### config.mk
export PLATFORM = sky130hd
export DESIGN_NAME = regfile_write_arbiter_flat
export DESIGN_NICKNAME = d
export VERILOG_FILES = /design/src/rtl/regfile_write_arbiter_if.sv /design/src/rtl/regfile_write_arbiter.sv /design/src/flat_wrapper.sv
export SDC_FILE = /design/constraint.sdc
export NUM_CORES = 1
export LEC_CHECK = 0
export CAP_MARGIN = 20
export CORE_AREA = 4 4 65 96
export DETAILED_ROUTE_END_ITERATION = 8
export DIE_AREA = 0 0 69 100
export PLACE_DENSITY = 0.78
export SETUP_SLACK_MARGIN = 0.02
export SYNTH_ARGS = -nofsm -noshare
export SYNTH_HDL_FRONTEND = slang
export SYNTH_SLANG_ARGS = --single-unit
### constraint.sdc
create_clock -name clk -period 2.2 [get_ports clk]
set_input_delay 0.44 -clock clk [delete_from_list [all_inputs] [get_ports clk]]
set_output_delay 0.44 -clock clk [all_outputs]
set_load 0.01 [all_outputs]
### src/rtl/regfile_write_arbiter_if.sv
// Write-request bus between the two register-file writers and the arbiter.
// REGARB_STATS_EN adds the conflict_cnt statistics signal.
interface regfile_write_arbiter_if #(
  parameter int WordLen = 32,
  parameter int AddrLen = 4
);
  logic               req0_valid;
  logic [AddrLen-1:0] req0_addr;
  logic [WordLen-1:0] req0_data;
  logic               req0_ready;
  logic               req1_valid;
  logic [AddrLen-1:0] req1_addr;
  logic [WordLen-1:0] req1_data;
  logic               req1_ready;
  logic               rf_write;
  logic [AddrLen-1:0] rf_addr;
  logic [WordLen-1:0] rf_data;
  logic [3:0]         stall_cnt;
`ifdef REGARB_STATS_EN
  logic [15:0]        conflict_cnt;
`endif

  modport master (
    output req0_valid, req0_addr, req0_data,
    output req1_valid, req1_addr, req1_data,
    input  req0_ready, req1_ready,
    input  rf_write, rf_addr, rf_data,
    input  stall_cnt
`ifdef REGARB_STATS_EN
    , input conflict_cnt
`endif
  );

  modport slave (
    input  req0_valid, req0_addr, req0_data,
    input  req1_valid, req1_addr, req1_data,
    output req0_ready, req1_ready,
    output rf_write, rf_addr, rf_data,
    output stall_cnt
`ifdef REGARB_STATS_EN
    , output conflict_cnt
`endif
  );
endinterface

### src/rtl/regfile_write_arbiter.sv
// Two-writer arbiter for the register-file write port, port 0 priority.
// Define REGARB_STATS_EN to add the conflict_cnt statistics counter.
module regfile_write_arbiter #(
  parameter int WordLen = 32,
  parameter int AddrLen = 4,
  parameter int MaxWait = 4
) (
  input logic clk,
  input logic rst,
  regfile_write_arbiter_if.slave bus
);
  localparam logic [3:0] MaxCnt = 4'(MaxWait);

  logic               wr_q, wr_d;
  logic [AddrLen-1:0] addr_q, addr_d;
  logic [WordLen-1:0] data_q, data_d;
  logic [3:0]         stall_q, stall_d;
  logic               starve;
  logic               gnt0, gnt1;

  always_comb begin
    starve = (stall_q == MaxCnt);
    gnt1 = ~rst & bus.req1_valid
         & (~bus.req0_valid | starve);
    gnt0 = ~rst & bus.req0_valid
         & ~(bus.req1_valid & starve);
  end

  always_comb begin
    wr_d   = gnt0 | gnt1;
    addr_d = addr_q;
    data_d = data_q;
    unique case (1'b1)
      gnt1: begin
        addr_d = bus.req1_addr;
        data_d = bus.req1_data;
      end
      gnt0: begin
        addr_d = bus.req0_addr;
        data_d = bus.req0_data;
      end
      default: ;
    endcase
    // wait count only grows while port 1 is actively being refused
    stall_d = stall_q;
    if (!bus.req1_valid || gnt1) begin
      stall_d = '0;
    end else if (stall_q != MaxCnt) begin
      stall_d = stall_q + 4'd1;
    end
  end

  always_ff @(posedge clk) begin
    if (rst) begin
      wr_q    <= 1'b0;
      addr_q  <= '0;
      data_q  <= '0;
      stall_q <= '0;
    end else begin
      wr_q    <= wr_d;
      addr_q  <= addr_d;
      data_q  <= data_d;
      stall_q <= stall_d;
    end
  end

`ifdef REGARB_STATS_EN
  logic [15:0] conf_q, conf_d;

  always_comb begin
    conf_d = conf_q;
    if (bus.req0_valid && bus.req1_valid
        && conf_q != 16'hFFFF) begin
      conf_d = conf_q + 16'd1;
    end
  end

  always_ff @(posedge clk) begin
    if (rst) begin
      conf_q <= '0;
    end else begin
      conf_q <= conf_d;
    end
  end

  assign bus.conflict_cnt = conf_q;
`endif

  assign bus.req0_ready = gnt0;
  assign bus.req1_ready = gnt1;
  assign bus.rf_write   = wr_q;
  assign bus.rf_addr    = addr_q;
  assign bus.rf_data    = data_q;
  assign bus.stall_cnt  = stall_q;
endmodule

### src/flat_wrapper.sv
// flat-port wrapper written by rule: the top's interface ports become plain ports
module regfile_write_arbiter_flat 
#(
  parameter int WordLen = 32,
  parameter int AddrLen = 4,
  parameter int MaxWait = 4
)
  (clk, rst, bus_req0_valid, bus_req0_addr, bus_req0_data, bus_req1_valid, bus_req1_addr, bus_req1_data, bus_req0_ready, bus_req1_ready, bus_rf_write, bus_rf_addr, bus_rf_data, bus_stall_cnt);
  regfile_write_arbiter_if #(.WordLen(WordLen), .AddrLen(AddrLen)) bus_i ();
  input logic clk;
  input logic rst;
  input wire logic [$bits(bus_i.req0_valid)-1:0] bus_req0_valid;
  input wire logic [$bits(bus_i.req0_addr)-1:0] bus_req0_addr;
  input wire logic [$bits(bus_i.req0_data)-1:0] bus_req0_data;
  input wire logic [$bits(bus_i.req1_valid)-1:0] bus_req1_valid;
  input wire logic [$bits(bus_i.req1_addr)-1:0] bus_req1_addr;
  input wire logic [$bits(bus_i.req1_data)-1:0] bus_req1_data;
  output wire logic [$bits(bus_i.req0_ready)-1:0] bus_req0_ready;
  output wire logic [$bits(bus_i.req1_ready)-1:0] bus_req1_ready;
  output wire logic [$bits(bus_i.rf_write)-1:0] bus_rf_write;
  output wire logic [$bits(bus_i.rf_addr)-1:0] bus_rf_addr;
  output wire logic [$bits(bus_i.rf_data)-1:0] bus_rf_data;
  output wire logic [$bits(bus_i.stall_cnt)-1:0] bus_stall_cnt;
  assign bus_i.req0_valid = bus_req0_valid;
  assign bus_i.req0_addr = bus_req0_addr;
  assign bus_i.req0_data = bus_req0_data;
  assign bus_i.req1_valid = bus_req1_valid;
  assign bus_i.req1_addr = bus_req1_addr;
  assign bus_i.req1_data = bus_req1_data;
  assign bus_req0_ready = bus_i.req0_ready;
  assign bus_req1_ready = bus_i.req1_ready;
  assign bus_rf_write = bus_i.rf_write;
  assign bus_rf_addr = bus_i.rf_addr;
  assign bus_rf_data = bus_i.rf_data;
  assign bus_stall_cnt = bus_i.stall_cnt;
  regfile_write_arbiter #(.WordLen(WordLen), .AddrLen(AddrLen), .MaxWait(MaxWait)) u_core (.clk(clk), .rst(rst), .bus(bus_i));
endmodule
=== Word level (Yosys, flattened, before mapping) ===
Cells that the tools add are included.
Widths: inputs -> output; s select.

* Bitwise gates (word level): 10
* $add $sub $neg: 1
* Reduce and logical (&&, ||, !) cells: 4
* Mux-type cells: 2
* Eq/ne operators: 2

{| class="wikitable"
|+ Operators by type and width
! operator !! number
|-
| $pmux 32 s2 || 1
|-
| $pmux 4 s2 || 1
|-
| $and 1x1->1 || 5
|-
| $add 4x1->4 const B || 1
|-
| $eq 4x3->1 const B || 1
|-
| $ne 4x3->1 const B || 1
|-
| $not 1->1 || 3
|-
| $or 1x1->1 || 2
|-
| $reduce_bool 2->1 || 1
|-
| $reduce_or 2->1 || 1
|-
| $logic_not 1->1 || 1
|-
| $logic_or 1x1->1 || 1
|}

* Input bits: 76
* Register bits: 41
* Word-level logic and storage cells: 23

=== Logic depth before layout (Yosys ltp) ===
Gate-level depths: netlist (run 1).

* Depth in word-level cells: 5
* Mapped depth: 7
* Mapped depth without buffers: 5

=== Worst setup path before layout (run 1) ===
OpenSTA, ideal clock, no wires.

* Path type: flip-flop to output port
* From: register u_core.stall_q[0], in the netlist u_core.bus.stall_cnt[0]
* To: output bus_req0_ready
* Arrival: 1.416 ns
* Stages on the path, launching flop included: 7
* Path slack: 0.344 ns
* Data required time: 1.760 ns
* Path buffers: 2
* Path through: dfxtp_1 -> inv_1 -> ha_1 -> and4b_1 -> buf_6 -> nor2_4 -> buf_2

* Cells in the longest elaborated chain, start to end: 4

{| class="wikitable"
|+ RTL lines
! element !! line !! source
|-
| start, declared || regfile_write_arbiter.sv:17 || <nowiki>logic [3:0] stall_q, stall_d;</nowiki>
|-
| start signal, assigned || regfile_write_arbiter.sv:63 || <nowiki>stall_q <= stall_d;</nowiki>
|-
| $eq 4x3->1 || regfile_write_arbiter.sv:22 || <nowiki>starve = (stall_q == MaxCnt);</nowiki>
|-
| $and 1x1->1 || regfile_write_arbiter.sv:26 || <nowiki>& ~(bus.req1_valid & starve);</nowiki>
|-
| $not 1->1 || regfile_write_arbiter.sv:26 ||
|-
| $and 1x1->1 || regfile_write_arbiter.sv:26 ||
|-
| end, declared || flat_wrapper.sv:18 || <nowiki>output wire logic [$bits(bus_i.req0_ready)-1:0] bus_req0_ready;</nowiki>
|}

Every way passes these cells.

=== Worst setup path in the final report (run 1) ===
* From: register u_core.stall_q[1], in the netlist u_core.bus.stall_cnt[1]
* To: output bus_req0_ready

Same word-level chain as after synthesis.

==> flow_summary.json, run 1 <==
{
  "use_met3_pct": 3.51,
  "grt_antenna_before_repair": 0,
  "yosys_warnings": 0,
  "drt_pre_antenna_iters": 4,
  "globalRoute.busiestLayer": "met2",
  "gp_congestion": 0.793,
  "io_pins": 119,
  "clock_path_buffers": 2,
  "clk_pin_slew_worst_paths_ns": 0.08,
  "max_slew.worst_pin.slew_ns": 0.381,
  "setup.reg_to_reg.worst_slack_ns": 0.62,
  "worst_path_largest_cell_delay_ns": 0.36,
  "power.density_mw_per_mm2": 546,
  "globalRouteMet1Util_pct": 24.3,
  "critical-path-slowest-cell": "sky130_fd_sc_hd__dfxtp_2",
  "timing.reg2reg.worst_path_depth": 6,
  "cts-resized-gates": 3,
  "overall_routing_resource_usage_pct": 19.0,
  "area_growth_syn_to_layout_pct": 71.4,
  "timing.hold.worst_path_depth": 2,
  "util_after_layout_pct": 60.9,
  "fillerInstances": 539,
  "crit_path_setup_slack_layout_ns": 0.217,
  "min_to": "u_core.bus.rf_data[25]$_SDFFE_PP0P_",
  "number_of_global_route_vias_before_repair": 2193,
  "power_leakage_nw": 1.18,
  "detail-route-antenna-nets": 0,
  "preCtsSetupSlack_ns": -0.0158,
  "crit_path_start_kind": "flip-flop",
  "met2_usage_pct": 32.1,
  "die-area_mm2": 0.00690,
  "clk_latency_ns": 0.29,
  "fp.dieW_um": 69,
  "worstHoldPathType": "reg -> reg",
  "min_period_over_period_pct": 90.1,
  "largest_voltage_drop_on_the_vdd_net_uv": 297,
  "grt_setup_unrepaired": "false",
  "initial_core_util_pct": 35.5,
  "power.total_mw": 1.81,
  "drc": 0,
  "fin_area_mm2": 0.00332,
  "overall_routed_net_length_mm": 6.66,
  "synth.avg_cell_area_um2": 8.38,
  "antennaDiodeCount": 0,
  "dpl.hpwl_mm": 4.73,
  "io_port_bufs": 118,
  "maxCapViolations": 0,
  "worstHoldStart": "u_core.bus.rf_data[25]$_SDFFE_PP0P_",
  "timing.critical_path.max_delay_family": "simple AND/OR/NAND/NOR gates",
  "post_cts_hold_buffer_count": 0,
  "clock-sinks": 41,
  "cp_cell_sequence": "inv_1 > ha_1 > and4b_1 > nor2_4 > dlygate4sd2_1",
  "postCtsSetupRepairBufs": 0,
  "num_rows": 33,
  "finalMaxSlewViolations": 0,
  "r2r_start": "u_core.bus.stall_cnt[1]$_SDFFE_PP0P_",
  "max_frequency_mhz": 504,
  "finalNonFillerCells": 417,
  "postSynthNetCount": 309,
  "core-area_mm2": 0.00545,
  "summed_instance_area_of_the_synthesized_netlist_mm2": 0.00194,
  "netlist_instances": 231,
  "die_y_um": 100,
  "place_area_mm2": 0.00324,
  "yosysSeqAreaShare_pct": 42.4,
  "slew_headroom_pct": 74.6,
  "overflow": 0,
  "final_cell_mix": "116 x sky130_fd_sc_hd__clkdlybuf4s50_1, 40 x sky130_fd_sc_hd__dfxtp_1, 22 x sky130_fd_sc_hd__nor2_1, 19 x sky130_fd_sc_hd__nand3b_1, 19 x sky130_fd_sc_hd__nand3_1",
  "wire_per_inst_um": 16.0,
  "largest_net_degree_at_the_start_of_global_routing": 40,
  "final_hold_violations": 0,
  "worstPathBufferInverterCount": 2,
  "detail_route.iter0.violations": 175,
  "critical_path_arrival_ns": 1.54,
  "post_route_cells_drive_above_1_share_pct": 7.49,
  "layout.nets": 424,
  "clock_buffer_count_from_cts": 5,
  "final.min_clock_period_ns": 1.98,
  "timing.critical_path.to_type": "output port",
  "clock-root-buffer": "sky130_fd_sc_hd__clkbuf_8",
  "final_common_cell": "sky130_fd_sc_hd__clkdlybuf4s50_1",
  "critPathRequiredTime_ns": 1.76,
  "outcome": "finished, final reports clean",
  "finalSetupViolations": 0,
  "worst_clock_skew_ns": 0.00820,
  "vias": 2195,
  "dp_cells": 409,
  "first_pass_grt_wire_length_mm": 10.9,
  "synth-seq-cells": 41,
  "reg2reg_to": "u_core.bus.rf_data[12]$_SDFFE_PP0P_",
  "yosys.cell_types.count": 26,
  "cts_tree": "built",
  "path_max_fanout": 4,
  "number_of_vias_per_cell_after_detailed_routing": 5.26,
  "htree_num_levels": 2,
  "worst-setup-path-type": "reg -> out"
}
tightest hold or removal path: stages, from the launching register on:
cell and delay [ns]:
sky130_fd_sc_hd__dfxtp_1 0.31, sky130_fd_sc_hd__nor2_1 0.10, sky130_fd_sc_hd__nor4_1 0.05
power by group:
group	internal [mW]	switching (mW)
logic	0.306	0.194
registers	0.807	0.0323
clock network	0.220	0.252
total	1.33	0.479
routing by layer:
layer / wire length, um / up-vias
met5: 0 / -
li1: - / 1075
met4: 150 / 0
met3: 321 / 10
met2: 3470 / 90
met1: 2720 / 1020
area by class of cell:
type	count	area (um2)	share of cell area [%]
inverters	4	15.0	0.452
repair buffers	131	1330	40.0
clock buffers	6	72.6	2.19
flip-flops and latches	41	822	24.8
well taps	70	87.6	2.64
clock inverters	2	10.0	0.302
multi-input cells	163	986	29.7
worst max path at each step:
| stage | startpoint | end | depth (start not counted) |
|---|---|---|---|
| floorplan | u_core.bus.stall_cnt[0]$_SDFFE_PP0P_ | bus_req0_ready | 6 |
| global placement | bus_req1_valid | bus_req0_ready | 4 |
| detailed placement | bus_req1_valid | bus_req0_ready | 4 |
| CTS | u_core.bus.stall_cnt[1]$_SDFFE_PP0P_ | bus_req0_ready | 5 |
| global route | u_core.bus.stall_cnt[1]$_SDFFE_PP0P_ | bus_req0_ready | 5 |
| finish | u_core.bus.stall_cnt[1]$_SDFFE_PP0P_ | bus_req0_ready | 5 |
sequential cells by signal (all words and copies together), names as in the netlist:
signal and cells:
u_core.bus.rf_data 32, u_core.bus.stall_cnt 4, u_core.bus.rf_write 1, u_core.bus.rf_addr 4
cells in the mapped netlist:
| master | count | area, um2 |
|---|---|---|
| sky130_fd_sc_hd__a211oi_1 | 18 | 135 |
| sky130_fd_sc_hd__and4b_1 | 1 | 10.0 |
| sky130_fd_sc_hd__inv_1 | 3 | 11.3 |
| sky130_fd_sc_hd__nor3_1 | 18 | 90.1 |
| sky130_fd_sc_hd__nand4b_2 | 1 | 15.0 |
| sky130_fd_sc_hd__o21bai_1 | 1 | 7.51 |
| sky130_fd_sc_hd__clkbuf_1 | 7 | 26.3 |
| sky130_fd_sc_hd__nor4_1 | 18 | 113 |
| sky130_fd_sc_hd__buf_2 | 13 | 65.1 |
| sky130_fd_sc_hd__xnor2_1 | 1 | 8.76 |
| sky130_fd_sc_hd__a21oi_1 | 1 | 5.00 |
| sky130_fd_sc_hd__buf_4 | 1 | 7.51 |
| sky130_fd_sc_hd__inv_2 | 1 | 3.75 |
| sky130_fd_sc_hd__nand3b_1 | 19 | 143 |
| sky130_fd_sc_hd__nor2_1 | 22 | 82.6 |
| sky130_fd_sc_hd__buf_6 | 2 | 22.5 |
| sky130_fd_sc_hd__nand4b_1 | 1 | 8.76 |
| sky130_fd_sc_hd__nor2b_1 | 1 | 6.26 |
| sky130_fd_sc_hd__xor2_1 | 1 | 8.76 |
| sky130_fd_sc_hd__dfxtp_1 | 41 | 821 |
| sky130_fd_sc_hd__o211ai_1 | 18 | 135 |
| sky130_fd_sc_hd__ha_1 | 2 | 25.0 |
| sky130_fd_sc_hd__nand2b_1 | 2 | 12.5 |
| sky130_fd_sc_hd__nand3_1 | 19 | 95.1 |
| sky130_fd_sc_hd__nand2_1 | 18 | 67.6 |
| sky130_fd_sc_hd__nor2_4 | 1 | 11.3 |
through the flow:
step	setup TNS [ns]	hold slack, ns
6_report	0	0.494
3_5_place_dp	-0.0158	0.480
3_3_place_gp	-0.0168	0.478
2_1_floorplan	0	0.480
4_1_cts	0	0.496
5_1_grt	0	0.523
logic make-up after synthesis:
kind of cell / count (synthesis) / share of synthesized area (%)
buffers and inverters: 27 / 7.04
DFF: 41 / 42.4
and+or+nand+nor: 121 / 33.8
adders and majority gates: 2 / 1.29
AOI/OAI and AO/OA: 38 / 14.6
xor gates and xnor gates: 2 / 0.905
Note: power is estimated with default switching activity, not from simulation.
==> inputs of run 2 (changes only) <==
- CAP_MARGIN: 20 -> 10
- REMOVE_ABC_BUFFERS: default -> 1
==> run 2 against run 1 <==
Effect of this change:
- sequential share of layout area up 0.17 points
- flip-flop and latch count unchanged
- largest power group unchanged
- global-route usage decreased by 0.36 points
- clock power fell by 5.1%
- die area is the same
- cell count is 0.24% lower
- clock-buffer cell count shrank 1
- clock skew is 0.0019 ns lower
- total power down 1.7%
- highest routed layer unchanged
- via count decreased by 0.27%
==> flow_summary.json, run 2 (same netlist as run 1, synthesis figures left out) <==
{
  "outcome": "finished, final reports clean",
  "largest_reg_flops": 32,
  "io_port_bufs": 118,
  "detail-route-antenna-nets": 0,
  "core-area_mm2": 0.00545,
  "die-area_mm2": 0.00690,
  "clock-root-buffer": "sky130_fd_sc_hd__clkbuf_8",
  "detail_route.iter0.violations": 121,
  "overall_routing_resource_usage_pct": 18.6,
  "timing.critical_path.to_type": "output port",
  "final.min_clock_period_ns": 2.13,
  "die_y_um": 100,
  "worst-setup-path-type": "in -> out",
  "dpl.hpwl_mm": 4.74,
  "num_rows": 33,
  "largest_voltage_drop_on_the_vdd_net_uv": 400,
  "postCtsSetupRepairBufs": 0,
  "crit_path_start_kind": "input pin",
  "power_leakage_nw": 1.16,
  "critPathRequiredTime_ns": 1.76,
  "critical_path_arrival_ns": 1.69,
  "slew_headroom_pct": 57.0,
  "area_growth_syn_to_layout_pct": 70.0,
  "power.density_mw_per_mm2": 541,
  "number_of_global_route_vias_before_repair": 2253,
  "min_period_over_period_pct": 97.0,
  "htree_num_levels": 2,
  "overall_routed_net_length_mm": 6.68,
  "power.total_mw": 1.78,
  "final_hold_violations": 0,
  "io_pins": 119,
  "worst_clock_skew_ns": 0.00629,
  "setup.reg_to_reg.worst_slack_ns": 0.64,
  "finalSetupViolations": 0,
  "final_cell_mix": "116 x sky130_fd_sc_hd__clkdlybuf4s50_1, 41 x sky130_fd_sc_hd__dfxtp_1, 22 x sky130_fd_sc_hd__nor2_1, 19 x sky130_fd_sc_hd__nand3b_1, 19 x sky130_fd_sc_hd__nand3_1",
  "maxCapViolations": 0,
  "initial_core_util_pct": 35.5,
  "post_cts_hold_buffer_count": 0,
  "place_area_mm2": 0.00322,
  "path_max_fanout": 8,
  "clk_pin_slew_worst_paths_ns": 0.07,
  "layout.nets": 425,
  "max_slew.worst_pin.slew_ns": 0.645,
  "fin_area_mm2": 0.00329,
  "drc": 0,
  "timing.reg2reg.worst_path_depth": 6,
  "fp.dieW_um": 69,
  "gp_congestion": 0.773,
  "grt_antenna_before_repair": 0,
  "first_pass_grt_wire_length_mm": 10.6,
  "post_route_cells_drive_above_1_share_pct": 7.23,
  "clk_latency_ns": 0.28,
  "largest_net_degree_at_the_start_of_global_routing": 38,
  "wire_per_inst_um": 16.0,
  "clock_buffer_count_from_cts": 5,
  "worstHoldPathType": "reg -> reg",
  "antennaDiodeCount": 0,
  "finalMaxSlewViolations": 0,
  "drt_pre_antenna_iters": 4,
  "clock_path_buffers": 2,
  "overflow": 0,
  "clock-sinks": 41,
  "grt_setup_unrepaired": "false",
  "max_frequency_mhz": 469,
  "timing.hold.worst_path_depth": 2,
  "vias": 2189,
  "cts-resized-gates": 2,
  "final_common_cell": "sky130_fd_sc_hd__clkdlybuf4s50_1",
  "cts_tree": "built",
  "number_of_vias_per_cell_after_detailed_routing": 5.26
}
==> run 2: final timing paths <==
check	start	end
worst max register to register	u_core.bus.stall_cnt[1]$_SDFFE_PP0P_	u_core.bus.rf_data[21]$_SDFFE_PP0P_
worst min register to register	u_core.bus.rf_data[15]$_SDFFE_PP0P_	u_core.bus.rf_data[15]$_SDFFE_PP0P_
worst max-delay path	rst	bus_req0_ready
worst min-delay path	u_core.bus.rf_data[15]$_SDFFE_PP0P_	u_core.bus.rf_data[15]$_SDFFE_PP0P_
==> run 2: layout make-up <==
class	instances	area [um2]
Clock buffer	5	68.8
Clock inverter	1	5.00
Fill cell	504	2160
Inverter	4	15.0
Multi-Input combinational cell	163	986
Sequential cell	41	821
Tap cell	70	87.6
Timing Repair Buffer	132	1310
==> run 2: where the power goes <==
group	internal, mW	switching [mW]	total (mW)
clock network	0.209	0.240	0.449
registers	0.807	0.0335	0.841
logic	0.302	0.190	0.492
==> run 2: per-layer routing <==
metal | wire length, um | vias to the layer above | global-route usage (%)
li1 | - | 1072 | -
met1 | 2510 | 1021 | 19.9
met2 | 3610 | 80 | 35.4
met3 | 376 | 16 | 4.41
met4 | 182 | 0 | 6.32
met5 | 0 | - | 0
==> run 2: worst max-delay path: stages <==
cell	delay, ns
sky130_fd_sc_hd__clkdlybuf4s50_1	0.43
sky130_fd_sc_hd__buf_4	0.18
sky130_fd_sc_hd__nand2b_1	0.19
sky130_fd_sc_hd__nor2_4	0.12
sky130_fd_sc_hd__dlygate4sd2_1	0.32
==> run 2: per-stage QoR <==
stage	hold slack [ns]	TNS, ns	worst slack [ns]	utilization, %	instances
finish	0.494	0	0.0658	60.4	416
global route	0.521	0	0.0357	60.4	416
CTS	0.500	0	0.0601	60.4	416
detailed placement	0.484	-0.340	-0.196	59.1	410
global placement	0.479	-0.342	-0.199	59.1	410
floorplan	0.480	-18.58	-0.515	-	208
